===== src/rtl/mux_switch_ctrl.sv =====
// mux_switch_ctrl: sequences the mux_2x1 select through blank -> switch -> settle,
// holding downstream consumers for the whole sequence.
module mux_switch_ctrl #(
    parameter int unsigned LEN_WIDTH = 16,
    parameter int unsigned CNT_WIDTH = 16,
    parameter logic        RESET_SEL = 1'b0
) (
    input  logic                 clk_i,
    input  logic                 rst_ni,
    input  logic                 req_valid_i,
    input  logic                 req_sel_i,
    output logic                 req_ready_o,
    input  logic [LEN_WIDTH-1:0] blank_len_i,
    input  logic [LEN_WIDTH-1:0] settle_len_i,
    output logic                 sel_o,
    output logic                 hold_o,
    output logic                 busy_o,
    output logic                 done_o,
    output logic [CNT_WIDTH-1:0] switch_count_o
);
    typedef enum logic [1:0] {IDLE, BLANK, SWITCH, SETTLE} state_t;
    state_t               state_q, state_d;
    logic [LEN_WIDTH-1:0] cnt_q, cnt_d, settle_q, settle_d;
    logic                 target_q, target_d, sel_d, done_d;
    logic [CNT_WIDTH-1:0] count_d;
    assign req_ready_o = state_q == IDLE;
    assign busy_o      = ~req_ready_o;
    assign hold_o      = busy_o;
    // Phase counters load the full length and finish on 1, so all-ones lengths fit LEN_WIDTH.
    always_comb begin
        state_d  = state_q;
        cnt_d    = cnt_q;
        settle_d = settle_q;
        target_d = target_q;
        sel_d    = sel_o;
        done_d   = 1'b0;
        count_d  = switch_count_o;
        case (state_q)
            IDLE: begin
                if (req_valid_i && req_sel_i != sel_o) begin
                    state_d  = BLANK;
                    target_d = req_sel_i;
                    cnt_d    = blank_len_i == '0 ? LEN_WIDTH'(1) : blank_len_i;
                    settle_d = settle_len_i;
                end
            end
            BLANK: begin
                if (cnt_q == LEN_WIDTH'(1)) begin
                    sel_d   = target_q;
                    state_d = SWITCH;
                end else begin
                    cnt_d = cnt_q - LEN_WIDTH'(1);
                end
            end
            SWITCH: begin
                if (settle_q == '0) begin
                    state_d = IDLE;
                    done_d  = 1'b1;
                    count_d = switch_count_o + CNT_WIDTH'(1);
                end else begin
                    state_d = SETTLE;
                    cnt_d   = settle_q;
                end
            end
            SETTLE: begin
                if (cnt_q == LEN_WIDTH'(1)) begin
                    state_d = IDLE;
                    done_d  = 1'b1;
                    count_d = switch_count_o + CNT_WIDTH'(1);
                end else begin
                    cnt_d = cnt_q - LEN_WIDTH'(1);
                end
            end
            default: state_d = IDLE;
        endcase
    end
    always_ff @(posedge clk_i) begin
        if (!rst_ni) begin
            state_q        <= IDLE;
            cnt_q          <= '0;
            settle_q       <= '0;
            target_q       <= RESET_SEL;
            sel_o          <= RESET_SEL;
            done_o         <= 1'b0;
            switch_count_o <= '0;
        end else begin
            state_q        <= state_d;
            cnt_q          <= cnt_d;
            settle_q       <= settle_d;
            target_q       <= target_d;
            sel_o          <= sel_d;
            done_o         <= done_d;
            switch_count_o <= count_d;
        end
    end
endmodule

===== config.mk =====
export PLATFORM = sky130hd
export DESIGN_NAME = mux_switch_ctrl
export DESIGN_NICKNAME = d
export VERILOG_FILES = /design/src/rtl/mux_switch_ctrl.sv
export SDC_FILE = /design/constraint.sdc
export NUM_CORES = 1
export LEC_CHECK = 0
export BUFFER_PORTS_ARGS = -buffer_cell sky130_fd_sc_hd__buf_2
export CELL_PAD_IN_SITES_DETAIL_PLACEMENT = 0
export CELL_PAD_IN_SITES_GLOBAL_PLACEMENT = 1
export CORE_MARGIN = 5
export CORE_UTILIZATION = 30
export DETAILED_ROUTE_END_ITERATION = 7
export PLACE_DENSITY_LB_ADDON = 0.1
export SYNTH_ARGS = -nofsm -noshare
export SYNTH_HDL_FRONTEND = slang
export SYNTH_SLANG_ARGS = --single-unit

===== constraint.sdc =====
create_clock -name clk_i -period 6.2 [get_ports clk_i]
set_input_delay 1.24 -clock clk_i [delete_from_list [all_inputs] [get_ports clk_i]]
set_output_delay 1.24 -clock clk_i [all_outputs]
set_load 0.05 [all_outputs]

==> summary.md, run 1 <==
| Metric | Value |
|---|---|
| Post-route minimum period | `3120 ps` |
| Vias in the first global route | `2,659` |
| Syn_nets | `413` |
| Ys async rst share | `0` |
| Slew of the pin with the lowest slew margin | `918 ps` |
| Number of I/O port buffers | `56` |
| Crit path to | `req_ready_o` |
| Comb power frac | `0.207` |
| CTS tree | `built` |
| RSZ-0062 raised after global routing | `false` |
| Clock latency on the worst-skew pair | `310 ps` |
| Clock skew | `8.90 ps` |
| Gr ovfl total | `0` |
| Critical Path Source | `state_q[1]$_SDFFE_PN0P_` |
| WP data required | `4960 ps` |
| Synthesis warning total | `0` |
| CP Max Fanout | `24` |
| Avg Vias per Cell | `5.16` |
| Global-route usage over all layers | `0.149` |
| Max-slew headroom | `0.387` |
| Post-Route WL | `8710 µm` |
| Max-slew violations | `0` |
| I/O pin count | `57` |
| Share of layout cells above drive strength 1 | `0.186` |
| First-pass GRT wire length | `14,100 µm` |
| Leakage | `1.31 nW` |
| Clk sinks | `53` |
| Avg Cell Area, Syn | `8.00 µm²` |
| Sequential power share | `0.474` |
| Reg-to-reg setup timing slack | `3420 ps` |
| Fin. Hold Viols | `0` |
| Max-cap violations | `0` |
| CP endpoint kind | `primary output` |
| FP Rows | `36` |
| Reg-to-reg endpoint | `switch_count_o[7]$_SDFFE_PN0P_` |
| Routed Antenna Nets | `0` |
| Met3 GRT Util | `0.0235` |
| Initial antenna violation count | `0` |
| Simple-gate share of the synthesized area | `0.293` |
| Register area share after synthesis | `0.355` |
| Fmax | `320 MHz` |
| DRT Pass-1 Iters | `4` |
| Status | `complete, no violations` |
| PostCTS Resize Cnt | `0` |
| Hold WS | `476 ps` |
| Initial Utilization | `0.307` |
| CP max stage cell | `dfxtp_1` |
| Area grow syn2layout | `16.4%` |
| DRC | `0` |
| Clk pwr share | `0.319` |
| Max incr delay on CP | `930 ps` |
| Post-CTS Setup Bufs | `0` |
| Synth Flop Type | `dfxtp_1` |
| Multiplexer share of the synthesized area | `0.0540` |
| Core area | `0.00973 mm²` |
| Hold WC Path Type | `reg2reg` |
| CP Data Arrival Time | `1880 ps` |
| Cells after synthesis | `374` |
| Gpl congestion | `0.742` |
| # diodes | `0` |
| Xor and xnor area share after synthesis | `0.00879` |
| Reg2reg start | `state_q[0]$_SDFFE_PN0P_` |
| Power Total | `0.000800 W` |
| Layer with the highest usage | `met1` |
| GRT met2 Usage | `0.214` |
| VDD IR max | `0.0000846 V` |
| GR Layer Usage met1 | `0.231` |
| Filler cells | `1,097` |
| Synth Area in Compound Gates | `0.231` |
| Worst-path clk slew | `100 ps` |
| Adder-cell area share of the yosys netlist | `0.0126` |
| Clock root cell | `clkbuf_8` |
| Yosys reg bits | `53` |
| Placed cell areas | `0.00336 mm²` |
| Die height | `110 µm` |
| Count of flip-flops with a built-in enable after synthesis | `0` |
| Int Pwr | `0.000552 W` |
| Final setup fails | `0` |
| Post-synthesis cell type count | `49` |
| CTS Buf Count | `5` |
| Die extent in x | `110 µm` |
| Worst Reg-to-Reg Cells | `7` |
| PD cells | `230 mW/mm²` |
| Wire per inst | `15.9 µm` |
| Crit Path Class | `reg2out` |
| Post-layout util | `0.358` |
| Starting DRC count in detailed routing | `133` |
| Crit path cell chain | `or2_2 -> inv_1 -> buf_2` |
| Largest net degree at the start of global routing | `80` |
| DIE AREA | `0.0121 mm²` |
| Fin area | `0.00348 mm²` |
| Largest family of logic cells by synthesized area | `simple AND/OR/NAND/NOR gates` |
| Worst setup SP type | `flip-flop` |
| H-tree Lvls | `2` |
| Post-DP HPWL | `6170 µm` |
| NetSw | `0.000248 W` |
| Nets | `453` |
| Post-Syn Area | `0.00299 mm²` |
| Tcrit/Tclk final | `0.504` |
| Sw Share | `0.310` |
| Hold Buf Count CTS | `0` |
| Setup TNS | `0 ps` |
| Max clock buf depth | `2` |
| Routed vias | `2,828` |
-- through the flow --
step / instances / setup WS (ps)
floorplan: 374 / 3540
global placement: 540 / 3390
detailed placement: 540 / 3360
CTS: 548 / 3030
global route: 548 / 2900
finish: 548 / 3080
-- cells in the final DEF (no fill, tap or decap), types with 4 or more instances in the layout --
| master | n |
|---|---|
| a21boi_0 | 23 |
| a21oi_1 | 11 |
| a31o_2 | 4 |
| buf_2 | 56 |
| buf_4 | 4 |
| clkbuf_8 | 6 |
| dfxtp_1 | 53 |
| inv_1 | 8 |
| mux2i_1 | 15 |
| nand2_1 | 66 |
| nand2b_1 | 13 |
| nand3_1 | 19 |
| nand4_1 | 9 |
| nor2_1 | 16 |
| nor2b_1 | 7 |
| nor3_1 | 5 |
| nor4_1 | 13 |
| o21ai_0 | 15 |
| o311ai_0 | 8 |
| o31ai_1 | 4 |
| o41ai_1 | 8 |
| or4_1 | 4 |
-- Yosys cell counts (3+ instances only) --
cell,instances,area share
a211oi_1,4,0.010
a21boi_0,23,0.058
a21oi_1,11,0.018
a31o_2,4,0.012
and2_1,3,0.0063
and4_1,3,0.0088
buf_1,3,0.0038
clkbuf_1,21,0.026
dfxtp_1,53,0.35
ha_1,3,0.013
inv_1,8,0.010
mux2i_1,15,0.050
nand2_1,66,0.083
nand2b_1,13,0.027
nand3_1,19,0.032
nand4_1,9,0.019
nor2_1,16,0.020
nor2b_1,7,0.015
nor3_1,5,0.0084
nor4_1,13,0.027
o211ai_1,3,0.0075
o21ai_0,15,0.025
o221ai_1,3,0.0088
o311ai_0,8,0.023
o31ai_1,4,0.010
o41ai_1,8,0.023
or4_1,4,0.010
or4b_1,3,0.010
-- kinds of logic (layout without fill, tap and decap cells) --
family,Yosys count,in the layout
muxes,16,16
DFF,53,53
AOI/OAI and AO/OA,95,95
buffers and inverters,35,76
adders and majority gates,3,3
and+or+nand+nor,169,169
xor gates and xnor gates,3,3
-- worst min-delay path by stage --
| stage | startpoint | cells after the start | to | slack (ps) |
|---|---|---|---|---|
| after global placement | target_q$_SDFFE_PN0P_ | 2 | target_q$_SDFFE_PN0P_ | 460 |
| after detailed placement | target_q$_SDFFE_PN0P_ | 2 | target_q$_SDFFE_PN0P_ | 460 |
| after floorplan | target_q$_SDFFE_PN0P_ | 2 | target_q$_SDFFE_PN0P_ | 440 |
| after global routing | target_q$_SDFFE_PN0P_ | 2 | target_q$_SDFFE_PN0P_ | 520 |
| final | target_q$_SDFFE_PN0P_ | 2 | target_q$_SDFFE_PN0P_ | 480 |
| after CTS | target_q$_SDFFE_PN0P_ | 2 | target_q$_SDFFE_PN0P_ | 480 |
-- registers in the layout (all words and copies together) (netlist names) --
register / cells
target_q: 1
settle_q: 16
cnt_q: 16
switch_count_o: 16
done_o: 1
state_q: 2
sel_o: 1
-- final cells by class --
type,instances,area (µm²),area share
timing repair buffer,60,310,0.0891
clock buffer,7,86.3,0.0248
inverter,8,30.0,0.00863
sequential,53,1060,0.305
multi-input combinational,286,1800,0.516
clock inverter,1,30.0,0.00863
tap,133,166,0.0478
-- metal layers --
| layer | vias to the layer above | wire [µm] |
|---|---|---|
| met5 | - | 0 |
| met3 | 5 | 365 |
| met4 | 0 | 57 |
| met2 | 54 | 3780 |
| li1 | 1463 | - |
| met1 | 1306 | 4500 |
-- worst max-delay path: cells and delay by family (launching register included) --
| family | cells | cell delay, ps |
|---|---|---|
| AND/OR/NAND/NOR | 1 | 290 |
| buffers and inverters | 2 | 340 |
| flip-flops | 1 | 930 |
-- power by group through the flow --
stage | clock network [W] | registers [W] | logic (W)
6_report | 0.000255 | 0.000380 | 0.000165
3_3_place_gp | 0 | 0.000387 | 0.000167
4_1_cts | 0.000265 | 0.000380 | 0.000167
5_1_grt | 0.000277 | 0.000383 | 0.000190
2_1_floorplan | 0 | 0.000379 | 0.000122
3_5_place_dp | 0 | 0.000387 | 0.000166
(Power assumes the default switching activity.)
==> run 2, diff against run 1 <==
==> constraint.sdc (replaced) <==
create_clock -name clk_i -period 3.2 [get_ports clk_i]
set_input_delay 0.64 -clock clk_i [delete_from_list [all_inputs] [get_ports clk_i]]
set_output_delay 0.64 -clock clk_i [all_outputs]
set_load 0.05 [all_outputs]
==> summary.md, run 2 (same netlist as run 1, synthesis figures left out) <==
| Metric | Value |
|---|---|
| CP endpoint kind | `flip-flop (was primary output)` |
| Most frequent cells in the layout | `nand2_1, buf_2, dfxtp_1 (unchanged)` |
| Die height | `110 µm (unchanged)` |
| Initial Utilization | `0.307 (unchanged)` |
| Hold WC Path Type | `reg2reg (unchanged)` |
| Top delay family on crit path | `simple AND/OR/NAND/NOR gates (was flip-flops)` |
| DRC | `0 (unchanged)` |
| Nets | `459 (was 453)` |
| Worst path bufs/invs | `0 (was 2)` |
| Biggest regs | `cnt_q x16, settle_q x16, switch_count_o x16 (unchanged)` |
| Clock latency on the worst-skew pair | `310 ps (about the same)` |
| Avg Vias per Cell | `5.15 (was 5.16)` |
| Reg2reg start | `cnt_q[0]$_SDFFE_PN0P_ (was state_q[0]$_SDFFE_PN0P_)` |
| Reg-to-reg endpoint | `switch_count_o[7]$_SDFFE_PN0P_ (unchanged)` |
| Die extent in x | `110 µm (unchanged)` |
| Reg-to-reg setup timing slack | `480 ps (was 3420 ps)` |
| Filler cells | `1,092 (was 1,097)` |
| FP Rows | `36 (unchanged)` |
| Crit path to | `switch_count_o[7]$_SDFFE_PN0P_ (was req_ready_o)` |
| CP max stage cell | `or4_1 (was dfxtp_1)` |
| Tcrit/Tclk final | `0.849` |
| Setup TNS | `0 ps (unchanged)` |
| Worst setup SP type | `flip-flop (unchanged)` |
| Clock skew | `13.2 ps (was 8.90 ps)` |
| PD cells | `419 mW/mm² (was 230 mW/mm²)` |
| CTS tree | `built (unchanged)` |
| Routed vias | `2,854 (was 2,828)` |
| # diodes | `0 (unchanged)` |
| RSZ-0062 raised after global routing | `false (unchanged)` |
| Fmax | `368 MHz` |
| PostCTS Resize Cnt | `0 (unchanged)` |
| Dpl cells | `546 (was 540)` |
| First-pass GRT wire length | `14,500 µm (was 14,100 µm)` |
| Final setup fails | `0 (unchanged)` |
| Post-DP HPWL | `6530 µm (was 6170 µm)` |
| Post-CTS Setup Bufs | `0 (unchanged)` |
| Clock root cell | `clkbuf_8 (unchanged)` |
| Worst-path clk slew | `100 ps (about the same)` |
| Number of I/O port buffers | `56 (unchanged)` |
| Routed Antenna Nets | `0 (unchanged)` |
| CP Data Arrival Time | `2960 ps (was 1880 ps)` |
| Hold WS | `485 ps (was 476 ps)` |
| Post-route minimum period | `2720 ps` |
| Clk sinks | `53 (unchanged)` |
| DP Worst Slack | `496 ps (was 3360 ps)` |
| Hold Buf Count CTS | `0 (unchanged)` |
| Commonest non-fill, non-tap cell in the layout | `nand2_1 (unchanged)` |
| Status | `complete, no violations (unchanged)` |
| Max clock buf depth | `2 (unchanged)` |
| Area grow syn2layout | `16.8% (was 16.4%)` |
| WP data required | `3450 ps (was 4960 ps)` |
| CP Max Fanout | `27 (was 24)` |
| Vias in the first global route | `2,735 (was 2,659)` |
| Crit Path Class | `reg2reg (was reg2out)` |
| Max-slew violations | `0 (unchanged)` |
| Largest net degree at the start of global routing | `34 (was 80)` |
| Core area | `0.00973 mm² (unchanged)` |
| Wire per inst | `15.8 µm (was 15.9 µm)` |
| Leakage | `1.32 nW (was 1.31 nW)` |
| Levels on crit path | `6 (was 3)` |
| Max-cap violations | `0 (unchanged)` |
| Worst Reg-to-Reg Cells | `6 (was 7)` |
| Gr ovfl total | `0 (unchanged)` |
| CTS Buf Count | `5 (unchanged)` |
| Gpl congestion | `0.767 (was 0.742)` |
| DIE AREA | `0.0121 mm² (unchanged)` |
| Fin. Hold Viols | `0 (unchanged)` |
| Critical Path Source | `cnt_q[0]$_SDFFE_PN0P_ (was state_q[1]$_SDFFE_PN0P_)` |
| Max incr delay on CP | `620 ps (was 930 ps)` |
| Slew of the pin with the lowest slew margin | `1140 ps (was 918 ps)` |
| Share of layout cells above drive strength 1 | `0.195 (was 0.186)` |
| Initial antenna violation count | `0 (unchanged)` |
| Post-Route WL | `8770 µm (was 8710 µm)` |
| Non-filler instance count after layout | `554 (was 548)` |
| Global-route usage over all layers | `0.153 (was 0.149)` |
| VDD IR max | `0.000203 V (was 0.0000846 V)` |
| Crit path cell chain | `ha_1 -> or4b_1 -> nor4_4 -> a22oi_2 -> or4_1 -> a21boi_1 (was or2_2 -> inv_1 -> buf_2)` |
| I/O pin count | `57 (unchanged)` |
| Max-slew headroom | `0.243 (was 0.387)` |
| H-tree Lvls | `2 (unchanged)` |
| Starting DRC count in detailed routing | `106 (was 133)` |
| Final worst setup slack | `484 ps (was 3080 ps)` |
| DRT Pass-1 Iters | `4 (unchanged)` |
run 2: stage by stage:
stage                     utilization  power (W)  instance area (µm²)
after global routing            0.359    0.00156                 3490
after global placement          0.350    0.00109                 3410
after CTS                       0.359    0.00149                 3490
final                           0.359    0.00146                 3490
after floorplan                     -   0.000972                 2990
after detailed placement        0.350    0.00109                 3410
run 2: how the worst min path moves through the flow:
stage,start,to,cells after the start
final,settle_q[15]$_SDFFE_PN0P_,settle_q[15]$_SDFFE_PN0P_,2
after floorplan,target_q$_SDFFE_PN0P_,target_q$_SDFFE_PN0P_,2
after global placement,target_q$_SDFFE_PN0P_,target_q$_SDFFE_PN0P_,2
after CTS,target_q$_SDFFE_PN0P_,target_q$_SDFFE_PN0P_,2
after detailed placement,target_q$_SDFFE_PN0P_,target_q$_SDFFE_PN0P_,2
after global routing,target_q$_SDFFE_PN0P_,target_q$_SDFFE_PN0P_,2
run 2: cell type report:
| cell class | instances | area, µm² | area share |
|---|---|---|---|
| Clock inverter | 1 | 7.51 | 0.00215 |
| Timing Repair Buffer | 66 | 355 | 0.102 |
| Tap cell | 133 | 166 | 0.0476 |
| Inverter | 8 | 30.0 | 0.00860 |
| Sequential cell | 53 | 1060 | 0.304 |
| Multi-Input combinational cell | 286 | 1800 | 0.514 |
| Clock buffer | 7 | 76.3 | 0.0218 |
run 2: report_power, final:
group | switching, W | internal (W)
sequential | 0.0000402 | 0.000694
clock | 0.000232 | 0.000156
combinational | 0.000209 | 0.000133
total | 0.000481 | 0.000984
run 2: tightest hold or removal path, cell delays in order (launching register included):
cell and delay, ps:
dfxtp_1 340, nand2_1 50, a21boi_0 60
run 2: layer usage:
metal | share of wire | wire length [µm] | GRT usage | vias up
met5 | 0 | 0 | 0 | -
met4 | 0.0080 | 70 | 0.0294 | 0
met3 | 0.033 | 289 | 0.0270 | 5
met2 | 0.42 | 3700 | 0.218 | 49
met1 | 0.54 | 4710 | 0.237 | 1331
li1 | - | - | - | 1469
==> run 3, diff against run 2 <==
==> constraint.sdc (replaced) <==
create_clock -name clk_i -period 2.19 [get_ports clk_i]
set_input_delay 0.438 -clock clk_i [delete_from_list [all_inputs] [get_ports clk_i]]
set_output_delay 0.438 -clock clk_i [all_outputs]
set_load 0.05 [all_outputs]
==> summary.md, run 3 (same netlist as run 1, synthesis figures left out) <==
| Metric | Value |
|---|---|
| Status | `complete, but fails checks (was complete, no violations)` |
| Failing checks | `negative setup slack` |
| Worst path bufs/invs | `2 (was 0)` |
| Hold Buf Count CTS | `0 (unchanged)` |
| Gpl congestion | `0.805 (was 0.767)` |
| H-tree Lvls | `2 (unchanged)` |
| Fin. Hold Viols | `0 (unchanged)` |
| Reg-to-reg endpoint | `switch_count_o[4]$_SDFFE_PN0P_ (was switch_count_o[7]$_SDFFE_PN0P_)` |
| Max incr delay on CP | `490 ps (was 620 ps)` |
| Power Total | `0.00230 W (was 0.00146 W)` |
| Avg Vias per Cell | `5.10 (was 5.15)` |
| PD cells | `593 mW/mm² (was 419 mW/mm²)` |
| Crit path cell chain | `inv_2 -> ha_1 -> or4b_4 -> nor4_4 -> a22oi_2 -> buf_12 -> or4b_1 -> nand2_1 (was ha_1 -> or4b_1 -> nor4_4 -> a22oi_2 -> or4_1 -> a21boi_1)` |
| CP Max Fanout | `21 (was 27)` |
| Crit Path Class | `reg2reg (unchanged)` |
| Reg-to-reg setup timing slack | `-30 ps (was 480 ps)` |
| Largest net degree at the start of global routing | `22 (was 34)` |
| Commonest non-fill, non-tap cell in the layout | `nand2_1 (unchanged)` |
| # diodes | `0 (unchanged)` |
| Initial antenna violation count | `0 (unchanged)` |
| Post-Route WL | `9620 µm (was 8770 µm)` |
| Initial Utilization | `0.307 (unchanged)` |
| RSZ-0062 raised after global routing | `true (was false)` |
| Biggest regs | `cnt_q x16, settle_q x16, switch_count_o x16 (unchanged)` |
| Top delay family on crit path | `simple AND/OR/NAND/NOR gates (unchanged)` |
| Max-slew violations | `0 (unchanged)` |
| CP max stage cell | `or4b_4 (was or4_1)` |
| First-pass GRT wire length | `15,200 µm (was 14,500 µm)` |
| Worst Reg-to-Reg Cells | `8 (was 6)` |
| Slew of the pin with the lowest slew margin | `500 ps (was 1140 ps)` |
| Core area | `0.00973 mm² (unchanged)` |
| Max-cap violations | `0 (unchanged)` |
| Placed cell areas | `0.00373 mm² (was 0.00341 mm²)` |
| CTS Buf Count | `5 (unchanged)` |
| Leakage | `1.56 nW (was 1.32 nW)` |
| Clk sinks | `53 (unchanged)` |
| Routed Antenna Nets | `0 (unchanged)` |
| Starting DRC count in detailed routing | `106 (unchanged)` |
| Die height | `110 µm (unchanged)` |
| Critical Path Source | `cnt_q[1]$_SDFFE_PN0P_ (was cnt_q[0]$_SDFFE_PN0P_)` |
| Fin area | `0.00387 mm² (was 0.00349 mm²)` |
| Max clock buf depth | `2 (unchanged)` |
| FP Rows | `36 (unchanged)` |
| Most frequent cells in the layout | `nand2_1, buf_2, dfxtp_1 (unchanged)` |
| Global-route usage over all layers | `0.161 (was 0.153)` |
| Clock latency on the worst-skew pair | `320 ps (was 310 ps)` |
| Clock root cell | `clkbuf_8 (unchanged)` |
| Area grow syn2layout | `29.4% (was 16.8%)` |
| Final setup fails | `2 (was 0)` |
| CP endpoint kind | `flip-flop (unchanged)` |
| Vias in the first global route | `2,925 (was 2,735)` |
| Reg2reg start | `cnt_q[1]$_SDFFE_PN0P_ (was cnt_q[0]$_SDFFE_PN0P_)` |
| DIE AREA | `0.0121 mm² (unchanged)` |
| CTS tree | `built (unchanged)` |
| Crit path to | `switch_count_o[4]$_SDFFE_PN0P_ (was switch_count_o[7]$_SDFFE_PN0P_)` |
| Share of layout cells above drive strength 1 | `0.278 (was 0.195)` |
| Number of I/O port buffers | `56 (unchanged)` |
| Levels on crit path | `8 (was 6)` |
| Max-slew headroom | `0.663 (was 0.243)` |
| WP data required | `2450 ps (was 3450 ps)` |
| Post-CTS Setup Bufs | `0 (unchanged)` |
| Non-filler instance count after layout | `593 (was 554)` |
| Post-layout util | `0.398 (was 0.359)` |
| Nets | `498 (was 459)` |
| DRC | `0 (unchanged)` |
| Wire per inst | `16.2 µm (was 15.8 µm)` |
| Final worst setup slack | `-29.8 ps (was 484 ps)` |
| Die extent in x | `110 µm (unchanged)` |
| I/O pin count | `57 (unchanged)` |
| Routed vias | `3,026 (was 2,854)` |
| Post-DP HPWL | `7430 µm (was 6530 µm)` |
| Dpl cells | `584 (was 546)` |
| Clock skew | `14.9 ps (was 13.2 ps)` |
| DP Worst Slack | `-59.5 ps (was 496 ps)` |
| Fmax | `450 MHz (was 368 MHz)` |
| Hold WC Path Type | `in2reg (was reg2reg)` |
| Worst setup SP type | `flip-flop (unchanged)` |
| VDD IR max | `0.000308 V (was 0.000203 V)` |
| DRT Pass-1 Iters | `4 (unchanged)` |
| Worst-path clk slew | `110 ps (was 100 ps)` |
| Post-route minimum period | `2220 ps (was 2720 ps)` |
| Gr ovfl total | `0 (unchanged)` |
| CP Data Arrival Time | `2480 ps (was 2960 ps)` |
| Tcrit/Tclk final | `1.01 (was 0.849)` |
-- run 3: changes by cell type in the layout (fill, tap and decap cells not counted), moves of 2 or more --
cell	before	now
buf_4	10	45
buf_6	0	3
clkbuf_1	2	0
clkinv_4	0	2
inv_1	8	6
o311ai_0	8	5
o311ai_1	0	3
-- run 3: per-layer routing --
layer	track usage	vias up	part of all wire
met4	0.0240	0	0.0057
met5	0	-	0
met2	0.264	55	0.46
li1	-	1547	-
met3	0.0258	4	0.043
met1	0.227	1420	0.49
-- run 3: cell type report --
| type | instances | area (µm²) |
|---|---|---|
| multi-input cells | 286 | 1820 |
| well taps | 133 | 166 |
| flip-flops and latches | 53 | 1060 |
| clock inverters | 3 | 22.5 |
| repair buffers | 105 | 692 |
| fillers | 1098 | 5860 |
| inverters | 8 | 33.8 |
| clock buffers | 5 | 68.8 |
-- run 3: metrics by stage --
stage | hold slack (ps) | setup TNS [ps]
2_1_floorplan | 443 | -58.8
3_3_place_gp | 454 | -10.4
3_5_place_dp | 458 | -170
4_1_cts | 357 | -242
5_1_grt | 352 | -1080
6_report | 364 | -44.7
-- run 3: worst min path at each step --
stage                                from                        end  slack [ps]  depth (start not counted)
floorplan           target_q$_SDFFE_PN0P_      target_q$_SDFFE_PN0P_         440                          2
global route              settle_len_i[1]   settle_q[1]$_SDFFE_PN0P_         350                          3
CTS                      settle_len_i[13]  settle_q[13]$_SDFFE_PN0P_         360                          3
detailed placement  target_q$_SDFFE_PN0P_      target_q$_SDFFE_PN0P_         460                          2
global placement    target_q$_SDFFE_PN0P_      target_q$_SDFFE_PN0P_         450                          2
finish                   settle_len_i[12]  settle_q[12]$_SDFFE_PN0P_         360                          3
-- run 3: tightest hold or removal path, delay by kind of cell --
kind	cells	cell delay [ps]
and+or+nand+nor	1	40
buffers and inverters	1	100
AOI/OAI and AO/OA	1	60
-- run 3: power by group --
| part | total (W) | internal [W] | leakage, nW | switching, W |
|---|---|---|---|---|
| Clock | 0.000596 | 0.000229 | 0.0481 | 0.000367 |
| Sequential | 0.00105 | 0.00101 | 0.432 | 0.0000351 |
| Combinational | 0.000650 | 0.000282 | 1.08 | 0.000368 |
-- run 3: timing repair --
| action | in CTS | in global routing |
|---|---|---|
| resized for setup | 2 | 12 |
| pin swaps | 0 | 3 |
| cloned | 0 | 1 |
| setup endpoints to repair | 10 | 31 |
